<file path="config.mk">
export PLATFORM = sky130hd
export DESIGN_NAME = mod_reduce65_pipe
export DESIGN_NICKNAME = d
export VERILOG_FILES = /design/src/rtl/mod_reduce65_pipe.sv
export SDC_FILE = /design/constraint.sdc
export NUM_CORES = 1
export LEC_CHECK = 0
export CAP_MARGIN = 0
export CORE_MARGIN = 5
export CORE_UTILIZATION = 47
export CTS_CLUSTER_DIAMETER = 100
export DETAILED_ROUTE_END_ITERATION = 10
export GPL_ROUTABILITY_DRIVEN = 0
export GPL_TIMING_DRIVEN = 0
export PLACE_DENSITY_LB_ADDON = 0.15
export SLEW_MARGIN = 15
export SYNTH_ARGS = -nofsm -noshare
export SYNTH_HDL_FRONTEND = slang
export SYNTH_SLANG_ARGS = --single-unit
</file>
<file path="constraint.sdc">
create_clock -name clk -period 2.7 [get_ports clk]
set_clock_uncertainty 0.1 [all_clocks]
set_input_delay 0.54 -clock clk [delete_from_list [all_inputs] [get_ports clk]]
set_output_delay 0.54 -clock clk [all_outputs]
set_load 0.005 [all_outputs]
</file>
<file path="src/rtl/mod_reduce65_pipe.sv">
// Two-stage conditional-subtract reduction of a 65-bit adder sum modulo the NTT prime.
// Valid/ready pipeline with sideband tag and a sticky carry-out overflow flag.
module mod_reduce65_pipe #(
  parameter int unsigned           DATA_WIDTH = 64,
  parameter logic [DATA_WIDTH-1:0] MODULUS    = 64'hFFFFFFFF00000001,
  parameter int unsigned           TAG_W      = 8
) (
  input  logic                  clk,
  input  logic                  rst,
  input  logic                  in_valid,
  output logic                  in_ready,
  input  logic [DATA_WIDTH:0]   in_sum,
  input  logic                  in_carry,
  input  logic [TAG_W-1:0]      in_tag,
  output logic                  out_valid,
  input  logic                  out_ready,
  output logic [DATA_WIDTH-1:0] out_data,
  output logic [TAG_W-1:0]      out_tag,
  output logic                  ovf_err,
  input  logic                  clr_err
);

  localparam int unsigned SUM_W = DATA_WIDTH + 1;
  localparam logic [SUM_W-1:0] MOD_EXT = {1'b0, MODULUS};
  localparam logic [SUM_W-1:0] TWO_P   = {MODULUS, 1'b0};

  logic                  v1;
  logic [SUM_W-1:0]      r1;
  logic [TAG_W-1:0]      tag1;
  logic                  v2;
  logic [DATA_WIDTH-1:0] r2;
  logic [TAG_W-1:0]      tag2;

  logic                  en1;
  logic                  en2;
  logic                  take;
  logic [SUM_W-1:0]      r1_nxt;
  logic [DATA_WIDTH-1:0] r2_nxt;

  // Stage enables, handshake and the two conditional subtracts
  always_comb begin
    en2      = !v2 || out_ready;
    en1      = !v1 || en2;
    in_ready = en1 || rst;
    take     = in_valid && en1 && !rst;
    r1_nxt   = (in_sum >= TWO_P) ? SUM_W'(in_sum - TWO_P) : in_sum;
    r2_nxt   = (r1 >= MOD_EXT) ? DATA_WIDTH'(r1 - MOD_EXT) : DATA_WIDTH'(r1);
  end

  always_ff @(posedge clk) begin
    if (rst) begin
      v1   <= 1'b0;
      r1   <= '0;
      tag1 <= '0;
      v2   <= 1'b0;
      r2   <= '0;
      tag2 <= '0;
    end else begin
      if (en1) begin
        v1   <= take;
        r1   <= r1_nxt;
        tag1 <= in_tag;
      end
      if (en2) begin
        v2   <= v1;
        r2   <= r2_nxt;
        tag2 <= tag1;
      end
    end
  end

  // Sticky overflow: a new carry beat takes priority over a clear
  always_ff @(posedge clk) begin
    if (rst) begin
      ovf_err <= 1'b0;
    end else if (take && in_carry) begin
      ovf_err <= 1'b1;
    end else if (clr_err) begin
      ovf_err <= 1'b0;
    end
  end

  assign out_valid = v2;
  assign out_data  = r2;
  assign out_tag   = tag2;

endmodule

</file>
Yosys cells after proc, flatten, opt, wreduce, memory -nomap -nowiden
Index checks and enable logic that the tools add are counted.
{"block": "classes", "muxes": 4, "n_lt_le_gt_ge": 2, "reduce_logical": 10, "add_sub_neg": 2}
{"op": "$ge A65 B64 Y1 const B", "count": 1}
{"op": "$ge A65 B65 Y1 const B", "count": 1}
{"op": "$mux W65", "count": 1}
{"op": "$sub A65 B65 Y65 const B", "count": 1}
{"op": "$mux W64", "count": 1}
{"op": "$sub A64 B64 Y64 const B", "count": 1}
{"op": "$logic_and A1 B1 Y1", "count": 3}
{"op": "$logic_not A1 Y1", "count": 3}
{"op": "$logic_or A1 B1 Y1", "count": 3}
{"op": "$mux W1", "count": 2}
{"op": "$reduce_bool A2 Y1", "count": 1}
{"block": "word_totals", "out_inout_bits": 75, "regBits": 148, "elab_cells": 25}

Logic depth before layout (Yosys ltp)
{"block": "logic_depth", "depth_word": 7, "mapped_depth": 10}

Worst setup path after synthesis
OpenSTA, ideal clock, no wires.
{"block": "synth_path", "path_kind": "input to register", "startpoint": "input port in_sum[4]", "endpoint": "register r1[34]", "setup_slack_ns": -0.149, "cell_stages": 9, "arrival_ns": 2.690, "required_ns": 2.541, "path_cell_list": "clkbuf_1 nor4_2 nand4_1 nor4_2 buf_2 a21oi_1 a31oi_2 buf_4 a22o_1"}
{"block": "synth_between", "elab_chain_len": 2}
{"element": "start: declaration", "line": "12", "rtl": "input logic [DATA_WIDTH:0] in_sum,"}
{"element": "$sub A65 B65 Y65 or $ge A65 B65 Y1 (tied branches)", "line": "46", "rtl": "r1_nxt = (in_sum >= TWO_P) ? SUM_W'(in_sum - TWO_P) : in_sum;"}
{"element": "$mux W65 (*)", "line": "46"}
{"element": "end signal: assignment", "line": "61", "rtl": "r1 <= r1_nxt;"}
{"element": "end: declaration", "line": "28", "rtl": "logic [SUM_W-1:0] r1;"}
Every way passes the cells marked *; elsewhere a longest branch is shown, timed or not.
A chain may end at the register's enable or synchronous reset.

Worst setup path in the final report
{"block": "layout_path", "startpoint": "input port in_sum[58]", "endpoint": "register r1[13]"}
{"block": "layout_between", "elab_chain_len": 2}
{"element": "$ge A65 B65 Y1", "line": "46"}
{"element": "$mux W65", "line": "46"}
No other way between the ends.

==> results.md <==
* Seq. cell area at 0.00299 mm^2
* Largest net degree at the start of global routing at 17
* First-pass GRT wire length at 38000 um
* RSZ-0062 raised after global routing: yes
* CTS root buf: clkbuf_16
* Worst skew pair latency at 0.43 ns
* Final ANT Viol Nets at 0
* Setup TNS at -0.00531 ns
* Top-area cell type share of the netlist area at 39.7%
* Slew HR at 57.4%
* P per Cell Area at 526 mW/mm^2
* Leakage power at 3.82 nW
* CP top delay family: buffers and inverters
* Status: finished with violations
* MaxCap Viol Count at 0
* Req. time, crit path at 2.88 ns
* Synth async-reset ratio at 0%
* Commonest cells in the netlist: dfxtp_1 (148), nor2_1 (125), nand2_1 (68)
* DP Cell Count at 1255
* Clock Sinks at 148
* Design Power at 5.63 mW
* Initial Util at 47.6%
* # diodes at 0
* Worst-margin pin slew at 0.639 ns
* Multi-input gate area at 0.00469 mm^2
* Crit-path max FO at 10
* Drt drc at 0
* Nets@finish at 1166
* CP max stage cell: clkdlybuf4s50_1
* Period utilisation layout at 100%
* Worst IR Drop VDD at 485 uV
* Ranking of synthesized cells by area: dfxtp_1 (40%), a311oi_1 (6.3%), nor2_1 (6.3%), a211oi_1 (3.9%), xnor2_1 (3.9%)
* CP dominant cell by count: buf_6
* Met2 WL post-DR at 10900 um
* Num rows at 46
* Yosys top cell by area: dfxtp_1
* Crit path buf inv count at 3
* Crit-path cells: clkdlybuf4s50_1 -> nand4_1 -> nor4_4 -> nand3_4 -> buf_6 -> a21o_1 -> buf_6 -> o41ai_1 -> a311oi_1
* Core area at 0.0157 mm^2
* Number of synthesized flops with an enable pin at 0
* Area delta synth->final at 43.4%
* Routed WL per cell at 19.2 um
* Height of the die at 136 um
* Share of cells above drive strength 1 at 16.1%
* Syn Nets at 969
* Yosys warnings at 0
* First DRT Iteration DRCs at 646
* Syn avg cell area at 8.42 um^2
* Violated checks: setup timing
* Full die area at 0.0185 mm^2
* Startpoint types: input port
* Clock-pin slew on the worst setup and hold paths at 0.06 ns
* Worst-case clock buffer depth at 2
* Initial antenna violation count at 0
* Filler cells at 1252
* Via density at 6.10
* Fin crit period at 2.71 ns
* #FFs+latches synth at 148
* CP Capture Type: flip-flop
* DR top layer: met4
* Overall routing resource usage at 25.9%
* GR Overflow Total at 0
* Met3 Wirelength at 2590 um
* Num ports at 154
* PnR worst setup slack at -0.00531 ns
* Die width at 136 um
* DPL Wire Length at 18500 um
* Post-Layout Cell Count at 1311
* Peak Freq at 0.370 GHz
* CP Class: in -> reg
* Worst Path Arrival at 2.88 ns
* Post-DP Area at 0.00928 mm^2
* Inserted Clock Buffers at 17
* Post-synthesis cell area at 0.00747 mm^2
* Mapped Cells at 887
* Final Hold Fails at 0
* Drt pass-1 iters at 5
* Fin Hold WS at 0.269 ns
* Predominant post-synthesis flop cell: dfxtp_1
* Most frequent cell after synthesis: dfxtp_1
* Post-Route WL at 25200 um
* Sequential-to-total area share from yosys stat at 39.7%
* Max Slew Vio Count at 0
* H-tree Lvls at 4
* Metal-1 WL at 11200 um
* Vias in the first global route at 6966
* Port Buffers at 152
* CTS tree: done
* Final Setup Violations at 1
* Post-layout util at 68.2%
* # hold bufs at CTS at 0
* Min-delay worst type: in -> reg
* Design Area, Final at 0.0107 mm^2
* Largest stage delay on the critical path at 0.49 ns
* Pre-CTS WS at -1.09 ns
* Post-synth cell types at 58
* Routed vias at 7991
## what timing repair did
item	in CTS	in global routing
buffers inserted	13	14
cloned	0	1
pin swaps	17	27
endpoints found under the hold margin	0	0
setup endpoints to repair	125	110
gates resized for setup	81	90
## sequential cells by signal (all words and copies together), names as in the netlist
name and count:
r1 65, out_valid 1, out_data 64, out_tag 8
ovf_err 1, v1 1, tag1 8
## cell type report
type,count,share of cell area (%)
multi-input combinational,652,43.8
sequential,148,27.9
timing repair buffer,180,16.4
buffer,70,3.32
clock inverter,11,1.42
inverter,15,0.525
clock buffer,19,4.13
tap,216,2.52
## worst paths after layout
kind                                               from                        to  slack [ns]  depth (start not counted)
worst max-delay path                         in_sum[58]       r1[13]$_SDFFE_PP0P_      -0.005                          9
worst min-delay path                         in_sum[52]       r1[52]$_SDFFE_PP0P_        0.27                          2
worst max register to register      r1[51]$_SDFFE_PP0P_  out_data[9]$_SDFFE_PP0P_        0.03                          8
worst min register to register  out_tag[4]$_SDFFE_PP0P_   out_tag[4]$_SDFFE_PP0P_        0.35                          2
## layout by cell type, fill, tap and decap left out, types with 6 or more instances in the layout
cell and n:
clkdlybuf4s50_1 133, dfxtp_1 130, nor2_1 121, nand2_1 67, a311oi_1 50, clkbuf_1 47, a211oi_1 37, buf_4 33
or3_1 33, xnor2_1 33, a22o_1 31, or4_1 26, nand3_1 22, nand4_1 22, a21oi_1 19, o21ai_0 19
o31ai_1 18, clkbuf_16 17, nor4_4 16, inv_1 15, nor4_1 15, dfxtp_2 15, dlymetal6s2s_1 14, clkbuf_2 11
nor3_1 11, o41ai_1 10, nand4b_1 7, or4b_4 7, nor3_2 6, nor4_2 6
## per-layer routing
| metal | vias to the layer above | track usage [%] |
|---|---|---|
| met4 | 0 | 7.67 |
| li1 | 3806 | - |
| met5 | - | 0 |
| met1 | 3722 | 38.0 |
| met3 | 44 | 6.25 |
| met2 | 419 | 37.6 |
## kinds of logic (layout without fill, tap and decap cells)
family / after synthesis / in the layout / share of synthesized area, %
buffers and inverters: 87 / 295 / 4.62
AO/OA/AOI/OAI: 221 / 221 / 23.3
AND/OR/NAND/NOR: 394 / 394 / 27.9
flip-flops: 148 / 148 / 39.7
adder cells (fa/ha/maj): 3 / 3 / 0.502
XOR/XNOR: 34 / 34 / 3.99
## where the power goes
| part | leakage (nW) | internal (mW) | switching [mW] |
|---|---|---|---|
| Sequential | 1.23 | 2.32 | 0.147 |
| Combinational | 2.30 | 0.387 | 0.367 |
| Clock | 0.282 | 1.47 | 0.942 |
(Power assumes the default switching activity.)
